==> config.mk <==
export PLATFORM = sky130hd
export DESIGN_NAME = uart_rx
export DESIGN_NICKNAME = d
export VERILOG_FILES = /design/src/rtl/uart_rx.sv
export SDC_FILE = /design/constraint.sdc
export NUM_CORES = 1
export LEC_CHECK = 0
export CAP_MARGIN = 10
export CORE_ASPECT_RATIO = 1.4
export CORE_MARGIN = 1
export CORE_UTILIZATION = 44
export CTS_BUF_LIST = sky130_fd_sc_hd__clkbuf_16
export CTS_CLUSTER_DIAMETER = 60
export CTS_CLUSTER_SIZE = 10
export DETAILED_ROUTE_END_ITERATION = 6
export MAX_ROUTING_LAYER = met4
export PLACE_DENSITY = 0.66
export SYNTH_ARGS = -nofsm -noshare
export SYNTH_HDL_FRONTEND = slang
export SYNTH_SLANG_ARGS = --single-unit
==> constraint.sdc <==
create_clock -name CLK -period 2 [get_ports CLK]
set_input_delay 0.3 -clock CLK [delete_from_list [all_inputs] [get_ports CLK]]
set_output_delay 0.3 -clock CLK [all_outputs]
set_load 0.02 [all_outputs]
==> src/rtl/uart_rx.sv <==
// uart_rx: 8N1 serial receiver, 16x oversampled, 3-sample majority vote, one-entry holding register.
// Latency: o_stb rises 2 + (16*(width+1)+10)*OS_DIV clocks (+-1) after the start-bit falling edge.
// Backpressure: o_stb/o_ack handshake; a byte arriving while the register is still full is dropped with an overrun pulse.
`timescale 1ns/1ps
module uart_rx #(
    parameter int CLK_FREQ = 133000000,
    parameter int BAUD     = 115200,
    parameter int width    = 8
) (
    input  logic             CLK,
    input  logic             RST,
    input  logic             rxd,
    output logic [width-1:0] o_data,
    output logic             o_stb,
    input  logic             o_ack,
    output logic             frame_err,
    output logic             overrun,
    output logic             busy
);

    // Clocks per oversample tick, rounded to nearest.
    localparam int OS_DIV = (CLK_FREQ + BAUD * 8) / (BAUD * 16);
    localparam int DIV_W  = $clog2(OS_DIV);
    localparam int BC_W   = $clog2(width + 1);

    typedef enum logic [2:0] {IDLE, START, DATA, STOP, BRK} state_t;

    state_t             state;
    state_t             state_nxt;
    logic               rx_meta;
    logic               rxs;
    logic [DIV_W-1:0]   div;
    logic               tick;
    logic [3:0]         idx;
    logic [BC_W-1:0]    bit_cnt;
    logic               s7;
    logic               s8;
    logic               maj;
    logic [width-1:0]   shreg;
    logic               load_en;
    logic               ovr_en;
    logic               ferr_en;
    logic               shift_en;
    logic               bit_inc;
    logic               bit_clr;

    // Two-flop synchroniser; the line idles high so reset to 1.
    always_ff @(posedge CLK or posedge RST) begin
        if (RST) begin
            rx_meta <= 1'b1;
            rxs     <= 1'b1;
        end else begin
            rx_meta <= rxd;
            rxs     <= rx_meta;
        end
    end

    // Oversample divider; held at 0 in IDLE so ticks are phased to the start edge.
    always_ff @(posedge CLK or posedge RST) begin
        if (RST)
            div <= '0;
        else if (state == IDLE || tick)
            div <= '0;
        else
            div <= div + 1'b1;
    end

    assign tick = (state != IDLE) && (div == DIV_W'(OS_DIV - 1));

    // Tick index within the current bit, plus the early majority samples.
    always_ff @(posedge CLK or posedge RST) begin
        if (RST) begin
            idx <= '0;
            s7  <= 1'b1;
            s8  <= 1'b1;
        end else if (state == IDLE) begin
            idx <= '0;
        end else if (tick) begin
            idx <= idx + 4'd1;
            if (idx == 4'd7)
                s7 <= rxs;
            if (idx == 4'd8)
                s8 <= rxs;
        end
    end

    // The third vote is the live rxs at tick 9.
    assign maj = (s7 & s8) | (s7 & rxs) | (s8 & rxs);

    // State register.
    always_ff @(posedge CLK or posedge RST) begin
        if (RST)
            state <= IDLE;
        else
            state <= state_nxt;
    end

    // Next-state and datapath strobes.
    always_comb begin
        state_nxt = state;
        load_en   = 1'b0;
        ovr_en    = 1'b0;
        ferr_en   = 1'b0;
        shift_en  = 1'b0;
        bit_inc   = 1'b0;
        bit_clr   = 1'b0;
        case (state)
            IDLE: begin
                if (!rxs)
                    state_nxt = START;
            end
            START: begin
                if (tick && idx == 4'd9 && maj) begin
                    state_nxt = IDLE;
                end else if (tick && idx == 4'd15) begin
                    state_nxt = DATA;
                    bit_clr   = 1'b1;
                end
            end
            DATA: begin
                if (tick && idx == 4'd9)
                    shift_en = 1'b1;
                if (tick && idx == 4'd15) begin
                    if (bit_cnt == BC_W'(width - 1))
                        state_nxt = STOP;
                    else
                        bit_inc = 1'b1;
                end
            end
            STOP: begin
                if (tick && idx == 4'd9) begin
                    if (maj) begin
                        // Leave the second half of the stop bit as slack for the next start.
                        state_nxt = IDLE;
                        if (!o_stb || o_ack)
                            load_en = 1'b1;
                        else
                            ovr_en = 1'b1;
                    end else begin
                        state_nxt = BRK;
                        ferr_en   = 1'b1;
                    end
                end
            end
            BRK: begin
                // A held-low line reports one framing error, not one per frame time.
                if (rxs)
                    state_nxt = IDLE;
            end
            default: state_nxt = IDLE;
        endcase
    end

    // Bit counter and LSB-first shift register.
    always_ff @(posedge CLK or posedge RST) begin
        if (RST) begin
            bit_cnt <= '0;
            shreg   <= '0;
        end else begin
            if (bit_clr)
                bit_cnt <= '0;
            else if (bit_inc)
                bit_cnt <= bit_cnt + 1'b1;
            if (shift_en)
                shreg <= {maj, shreg[width-1:1]};
        end
    end

    // Holding register: load wins over a same-cycle accept.
    always_ff @(posedge CLK or posedge RST) begin
        if (RST) begin
            o_data <= '0;
            o_stb  <= 1'b0;
        end else if (load_en) begin
            o_data <= shreg;
            o_stb  <= 1'b1;
        end else if (o_stb && o_ack) begin
            o_stb  <= 1'b0;
        end
    end

    // Registered one-cycle status pulses.
    always_ff @(posedge CLK or posedge RST) begin
        if (RST) begin
            frame_err <= 1'b0;
            overrun   <= 1'b0;
        end else begin
            frame_err <= ferr_en;
            overrun   <= ovr_en;
        end
    end

    assign busy = (state != IDLE);

endmodule

### Word level (Yosys, flattened, before mapping)

Index checks and enable logic that the tools add are counted.

* $add $sub $neg: 3
* eq/ne operators: 16
* mux-type cells: 35
* bitwise logic cells: 6
* reduce and logical (&&, ||, !) cells: 16

Operators with widths (number)
* 2-to-1 mux 3 bit: 8
* 2-to-1 mux 1 bit: 21
* 2-to-1 mux 4 bit: 4
* one-hot mux 3 bit (5 select lines): 1
* == test 4 bit, second input constant: 3
* inequality test 2 bit, second input constant: 5
* adder 4 x 1 -> 4 bit, second input constant: 2
* == test 4 x 3 -> 1 bit, second input constant: 2
* adder 7 x 1 -> 7 bit, second input constant: 1
* == test 7 bit, second input constant: 1
* 2-to-1 mux 7 bit: 1
* == test 3 x 2 -> 1 bit, second input constant: 2
* AND reduction 3 bit: 2
* AND reduction 6 bit: 1
* nonzero test 2 bit: 3
* logical AND 1 bit: 5
* AND 1 bit: 3
* == test 3 x 1 -> 1 bit, second input constant: 1
* == test 3 bit, second input constant: 1
* logical NOT 3 bit: 1
* inequality test 3 bit, second input constant: 1
* nonzero test 3 bit: 1
* logical OR 1 bit: 2
* bitwise OR 1 bit: 2
* 2 further kinds: 2

* flip-flop bits (word level): 41
* bits of input ports: 4
* output and inout bits: 12
* logic and storage cells: 89

### Logic depth before layout (Yosys ltp)

Gate-level depths: netlist (run 1).

* depth in word-level cells: 7
* gate-level depth with buffers: 7
* depth with buffers taken out: 6

### Least setup slack after synthesis (run 1)

Ideal clock, no wire load.

* kind: reg-to-reg
* start: register div[0]
* end: register o_data[0]
* library setup time: 125 ps
* data arrival time: 1830 ps
* required time: 1875 ps
* setup slack: 46 ps
* stages on the path, launching flop included: 7
* buffers on the path: 1
* clock period less this slack: 1954 ps
* path through: dfrtp_1 > ha_1 > and4b_1 > buf_4 > nand4_1 > nor3b_2 > mux2_2

* word-level cells in the longest chain between the ends: 5

Ends and longest elaborated chain
* start, declared: RTL line 32 `logic [DIV_W-1:0] div;`
* start signal, assigned: RTL line 65 `div <= div + 1'b1;`
* == test 7 bit: RTL line 68 `assign tick = (state != IDLE) && (div == DIV_W'(OS_DIV - 1));`
* logical AND 1 bit: RTL line 68
* logical AND 1 bit: RTL line 131 `if (tick && idx == 4'd9) begin`
* 2-to-1 mux 1 bit: RTL line 131
* 2-to-1 mux 1 bit: RTL line 107 `case (state)`
* end signal, assigned: RTL line 175 `o_data <= shreg;`
* end, declared: RTL line 13 `output logic [width-1:0] o_data,`

Every way passes these cells.
A chain may end at the register's enable or synchronous reset.

### Final worst setup path (run 1)

* start: register idx[1]
* end: register o_data[4]

* word-level cells in the longest chain between the ends: 4

Ends and longest elaborated chain
* start, declared: RTL line 34 `logic [3:0] idx;`
* start signal, assigned: RTL line 79 `idx <= idx + 4'd1;`
* == test 4 bit: RTL line 131
* logical AND 1 bit: RTL line 131
* 2-to-1 mux 1 bit: RTL line 131
* 2-to-1 mux 1 bit: RTL line 107

Every way passes these cells.

==> flow_summary.toml, run 1 <==
[run_status]
status = "complete, but fails checks"
violations = "DRC"

[clock_network]
cts_tree = "built"
clk_pin_slew_ns = 0.06
post_cts_buffers = 0
root_buffer = "clkbuf_16"
clock-sinks = 41
clock_path_buffers = 2
htreeDepth = 2
cts_inserted_buffers = 5
clk_latency_ns = 0.28

[route]
drt_iter0_drc = 45
vias = 1372
drt_first_pass_iters = 6
drcViolationCount = 1
wl_um = 3830
viasPerCell = 5.72
post_drt_wl_per_cell_um = 16.0
antenna_left = 0

[sta]
tightest_slew_ns = 0.506
fin_skew_ns = 0.00701
setup_viol_count_final = 0
rsz0062_at_grt = "false"
maxSlewViolCount = 0
relSlewSlack = 0.662
hold_violations = 0
fin_hold_ws_ns = 0.357
period_minus_slack_ns = 1.90
timing.final.crit_share = 0.949
setup-tns-final_ns = 0
fmax_mhz = 527

[power_and_ir_drop]
seq_power_share = 0.470
p_switching_w = 0.000347
finalPower_w = 0.00178
p_int_w = 0.00143
pwr-share-comb = 0.014
pwr-share-clk = 0.516
leakagePower_nw = 1.08
swShare = 0.195
peakVddDrop_v = 0.000592
power_density_mw_per_mm2 = 753

[setup_path]
start_kind = "flip-flop"
critPathKind = "flip-flop to flip-flop"
cp.depth = 7
critical-path-top-delay-family = "simple AND/OR/NAND/NOR gates"
crit_buf_inv = 2
worstRegToRegCells = 7
cp-end-kind = "flip-flop"
crit_chain = "inv_1 -> ha_1 -> and3b_1 -> nand4_1 -> nor3b_2 -> buf_4 -> mux2_2"
required_ns = 2.17
crit_slowest_cell = "dfrtp_1"
critPathMaxFanout = 8
cpPeakStageDelay_ns = 0.41
arrival_ns = 2.06

[floorplan]
coreArea_sq_mm = 0.00420
die_x_um = 57.8
die_area_sq_mm = 0.00463
start_util = 0.456
fp.dieH_um = 80.1
io_pins = 16
rows = 28

[yosys]
avgSynthCellArea_sq_um = 11.6
synth.distinct_cells = 42
ys_ff_latch = 41
synthArstFlopShare = 1.00
yosysTopAreaCellShare = 0.483
synth_area_leaders = "dfrtp_1 (48%), mux2_2 (11%), dfstp_2 (5.5%)"
yosys.area.top_type = "dfrtp_1"
synth_warnings = 0
synthesis.area_sq_mm = 0.00192
ys.flop_type = "dfrtp_1"
syn_inst = 165
syn_nets = 174
ys_seq_area_frac = 0.538
synth_edf_count = 0

[global_route]
grt_pass1_wl_um = 6650
first_global_vias = 1469
grt_usage = 0.194
grt_max_degree = 42
gr-total-overflow = 0
antenna_found_initial = 0

[worst_hold_path]
min_path_cells = 0
hold_class = "flip-flop to flip-flop"

[cells_and_area]
final_layout_size_suffix_gt1_frac = 0.267
layout.nets = 203
area_delta_synth_final_pct = 23.2
stdcell_count = 240
final_cell_area_sq_mm = 0.00236
antennaDiodeCount = 0

[placed_design]
dpl_cell_area_sq_mm = 0.00218
port_buffers = 15
gp_congestion = 0.845
hpwlAfterDp_um = 2660
place_inst = 232

[job]
cap_violations = 0
## logic make-up after synthesis
| group | after synthesis | share of synthesized area |
|---|---|---|
| XOR/XNOR | 9 | 0.0411 |
| AO/OA/AOI/OAI | 20 | 0.0659 |
| buffers and inverters | 13 | 0.0339 |
| AND/OR/NAND/NOR | 58 | 0.178 |
| adder cells (fa/ha/maj) | 6 | 0.0378 |
| multiplexers | 18 | 0.106 |
| flip-flops | 41 | 0.538 |
## worst paths after layout
kind	startpoint	end	slack [ns]
min reg2reg	rx_meta$_DFF_PP1_	rxs$_DFF_PP1_	0.36
max	idx[1]$_DFFE_PP0N_	o_data[4]$_DFFE_PP0P_	0.10
max in group asynchronous	RST	s7$_DFFE_PP1P_	1.18
min in group asynchronous	RST	o_data[4]$_DFFE_PP0P_	0.45
max reg2reg	idx[1]$_DFFE_PP0N_	o_data[4]$_DFFE_PP0P_	0.10
min	rx_meta$_DFF_PP1_	rxs$_DFF_PP1_	0.36
## final cells by class
| type | instances | area (sq um) |
|---|---|---|
| inverter | 8 | 30.0 |
| tap | 45 | 56.3 |
| timing repair buffer | 27 | 239 |
| clock buffer | 5 | 125 |
| multi-input combinational | 111 | 835 |
| sequential | 41 | 1030 |
| clock inverter | 3 | 46.3 |
| fill | 362 | 1840 |
## state kept, by name, summed over array words and instances (netlist names)
signal,cells
div,7
s8,1
overrun,1
rx_meta,1
o_data,8
o_stb,1
s7,1
state,3
frame_err,1
idx,4
bit_cnt,4
rxs,1
shreg,8
## what timing repair did
item,in CTS,in global routing
resized for setup,1,3
setup endpoints to repair,1,13
hold buffers,0,0
## metal layers
layer	track usage	part of all wire	vias up
met5	-	0	-
met1	0.220	0.43	696
met2	0.323	0.52	21
li1	-	-	645
met4	0.0881	0.022	0
met3	0.0435	0.025	10
## layout by cell type (no fill, tap or decap), types with 5 or more instances in the layout
cell and instances:
and3_1 5, clkbuf_16 5, nor2_1 9, nand3_1 8, a21oi_1 6, dfrtp_1 37
mux2_2 18, buf_4 12, inv_1 8, nand2_1 6, xnor2_1 5, ha_1 5
clkdlybuf4s50_1 14
## cell usage after synthesis (4+ instances only)
cell     instances
dfrtp_1         37
mux2_2          18
nor2_1           9
inv_1            8
nand3_1          8
a21oi_1          6
nand2_1          6
and3_1           5
ha_1             5
xnor2_1          5
dfstp_2          4
o21ai_0          4
or3_1            4
xor2_1           4
## power by group through the flow
| stage | clock [W] | combinational (W) | sequential (W) |
|---|---|---|---|
| floorplan | 0 | 0.0000136 | 0.000850 |
| global placement | 0 | 0.0000245 | 0.000851 |
| detailed placement | 0 | 0.0000254 | 0.000851 |
| CTS | 0.000934 | 0.0000253 | 0.000836 |
| global route | 0.000962 | 0.0000279 | 0.000836 |
| finish | 0.000918 | 0.0000241 | 0.000836 |
## per-stage QoR
| step | setup slack [ns] | util |
|---|---|---|
| after floorplan | 0.0457 | - |
| after global placement | 0.129 | 0.518 |
| after detailed placement | 0.0802 | 0.518 |
| after CTS | 0.0713 | 0.559 |
| after global routing | 0.0160 | 0.562 |
| final | 0.102 | 0.562 |
Power figures use the tool's default switching activity.
==> run 2, diff against run 1 <==
- GPL_TIMING_DRIVEN: default -> 0
==> run 2 against run 1 <==
The run still ends with DRC left. First-iteration DRC count down 27%. Register-to-register slack worse by 0.03 ns. Design area is 3.1% higher. Maximum frequency down 1.8%. Worst hold slack improved by 0.0015 ns. Critical path depth is 2 lower. Power is 0.80% lower. Via count about the same. Core utilization increased by 1.7 points. Combinational power shrank 7%. Sequential share of layout area fell by 1.3 points.
==> flow_summary.toml, run 2 (synthesis results as in run 1) <==
[job]
cap_violations = 0

[placed_design]
dp_slack_ns = -0.476
hpwlAfterDp_um = 2450
gp_congestion = 0.789
port_buffers = 15

[floorplan]
start_util = 0.456
die_area_sq_mm = 0.00463
rows = 28
fp.dieH_um = 80.1
coreArea_sq_mm = 0.00420
io_pins = 16
die_x_um = 57.8

[sta]
fin_hold_ws_ns = 0.359
tightest_slew_ns = 0.800
worst_slack_ns = 0.0680
setup_viol_count_final = 0
fmax_mhz = 518
timing.final.crit_share = 0.966
fin_skew_ns = 0.00780
relSlewSlack = 0.466
hold_violations = 0
period_minus_slack_ns = 1.93
maxSlewViolCount = 0

[clock_network]
clk_latency_ns = 0.28
root_buffer = "clkbuf_16"
clk_pin_slew_ns = 0.06
htreeDepth = 2
clock_path_buffers = 2
cts_tree = "built"
holdBufCountCts = 0
clock-sinks = 41
cts_inserted_buffers = 5

[route]
post_drt_wl_per_cell_um = 14.9
drt-met1-wl_um = 1470
antenna_left = 0
drt_iter0_drc = 33
viasPerCell = 5.64
vias = 1371
drcViolationCount = 1
drt_first_pass_iters = 6
routed-wl-met3_um = 106
wl_um = 3620
met2_length_um = 1980
highest_layer = "met4"

[global_route]
antenna_found_initial = 0
grt_pass1_wl_um = 6000
grt_max_degree = 42
grt_usage = 0.177
gr-total-overflow = 0
first_global_vias = 1337

[setup_path]
crit_chain = "nor2_2 -> nand4_1 -> nor3b_4 -> buf_12 -> mux2_2"
crit_buf_inv = 1
start_kind = "flip-flop"
cpPeakStageDelay_ns = 0.41
critPathKind = "flip-flop to flip-flop"
worstRegToRegCells = 5
cp.depth = 5
critical-path-top-delay-family = "simple AND/OR/NAND/NOR gates"
crit_slowest_cell = "dfrtp_1"
cp-end-kind = "flip-flop"
arrival_ns = 2.10
critPathMaxFanout = 9
required_ns = 2.17

[cells_and_area]
layout.nets = 206
area_delta_synth_final_pct = 26.9
final_common_cell = "dfrtp_1"
top_regs = "o_data: 8 flops, shreg: 8 flops, div: 7 flops"
final_cell_mix = "dfrtp_1 (37), mux2_2 (18), clkdlybuf4s50_1 (14)"
antennaDiodeCount = 0
final_layout_size_suffix_gt1_frac = 0.283

[power_and_ir_drop]
pwr-share-comb = 0.013
swShare = 0.189
leakagePower_nw = 1.12
power_density_mw_per_mm2 = 725
seq_power_share = 0.474
p_switching_w = 0.000334
peakVddDrop_v = 0.000630
finalPower_w = 0.00176
p_int_w = 0.00143
pwr-share-clk = 0.514

[run_status]
violations = "DRC"
status = "complete, but fails checks"

[worst_hold_path]
min_path_cells = 0
hold_class = "flip-flop to flip-flop"
run 2: worst reg2reg max path: cells and delay by family, from the launching register on:
kind,cells,cell delay (ns)
buffers and inverters,1,0.15
DFF,1,0.41
muxes,1,0.33
and+or+nand+nor,3,0.93
run 2: power groups by stage:
stage | Clock [W] | Combinational [W] | Sequential, W
floorplan | 0 | 0.0000136 | 0.000850
finish | 0.000906 | 0.0000223 | 0.000836
detailed placement | 0 | 0.0000239 | 0.000851
global placement | 0 | 0.0000228 | 0.000850
CTS | 0.000919 | 0.0000239 | 0.000836
global route | 0.000943 | 0.0000266 | 0.000836
run 2: layer usage:
layer | vias to the layer above | GRT usage
li1 | 656 | -
met1 | 683 | 0.210
met2 | 25 | 0.290
met3 | 7 | 0.0370
met4 | 0 | 0.0738
met5 | - | -
run 2: worst paths after layout:
| check | from | to | slack, ns |
|---|---|---|---|
| max | div[5]$_DFF_PP0_ | o_data[4]$_DFFE_PP0P_ | 0.07 |
| min | rx_meta$_DFF_PP1_ | rxs$_DFF_PP1_ | 0.36 |
| max reg2reg | div[5]$_DFF_PP0_ | o_data[4]$_DFFE_PP0P_ | 0.07 |
| min reg2reg | rx_meta$_DFF_PP1_ | rxs$_DFF_PP1_ | 0.36 |
| max in group asynchronous | RST | idx[3]$_DFFE_PP0N_ | 1.00 |
| min in group asynchronous | RST | div[3]$_DFF_PP0_ | 0.49 |
run 2: through the flow:
step / instances / util / setup TNS (ns) / instance area [sq um]
2_1_floorplan: 165 / - / 0 / 1920
3_3_place_gp: 225 / 0.505 / -3.20 / 2120
3_5_place_dp: 225 / 0.505 / -3.82 / 2120
4_1_cts: 238 / 0.565 / 0 / 2380
5_1_grt: 243 / 0.579 / -0.273 / 2430
6_report: 243 / 0.579 / 0 / 2430
run 2: repair_timing:
action,4_1_cts,5_1_grt
setup endpoints to repair,24,23
setup buffers,5,5
cloned,0,0
endpoints found under the hold margin,0,0
pin swaps,3,2
resized for setup,6,7
run 2: final cells by class:
type / count / area, sq um
Buffer: 5 / 42.5
Clock buffer: 5 / 125
Clock inverter: 3 / 46.3
Fill cell: 358 / 1770
Inverter: 8 / 30.0
Multi-Input combinational cell: 111 / 863
Sequential cell: 41 / 1030
Tap cell: 45 / 56.3
Timing Repair Buffer: 25 / 240
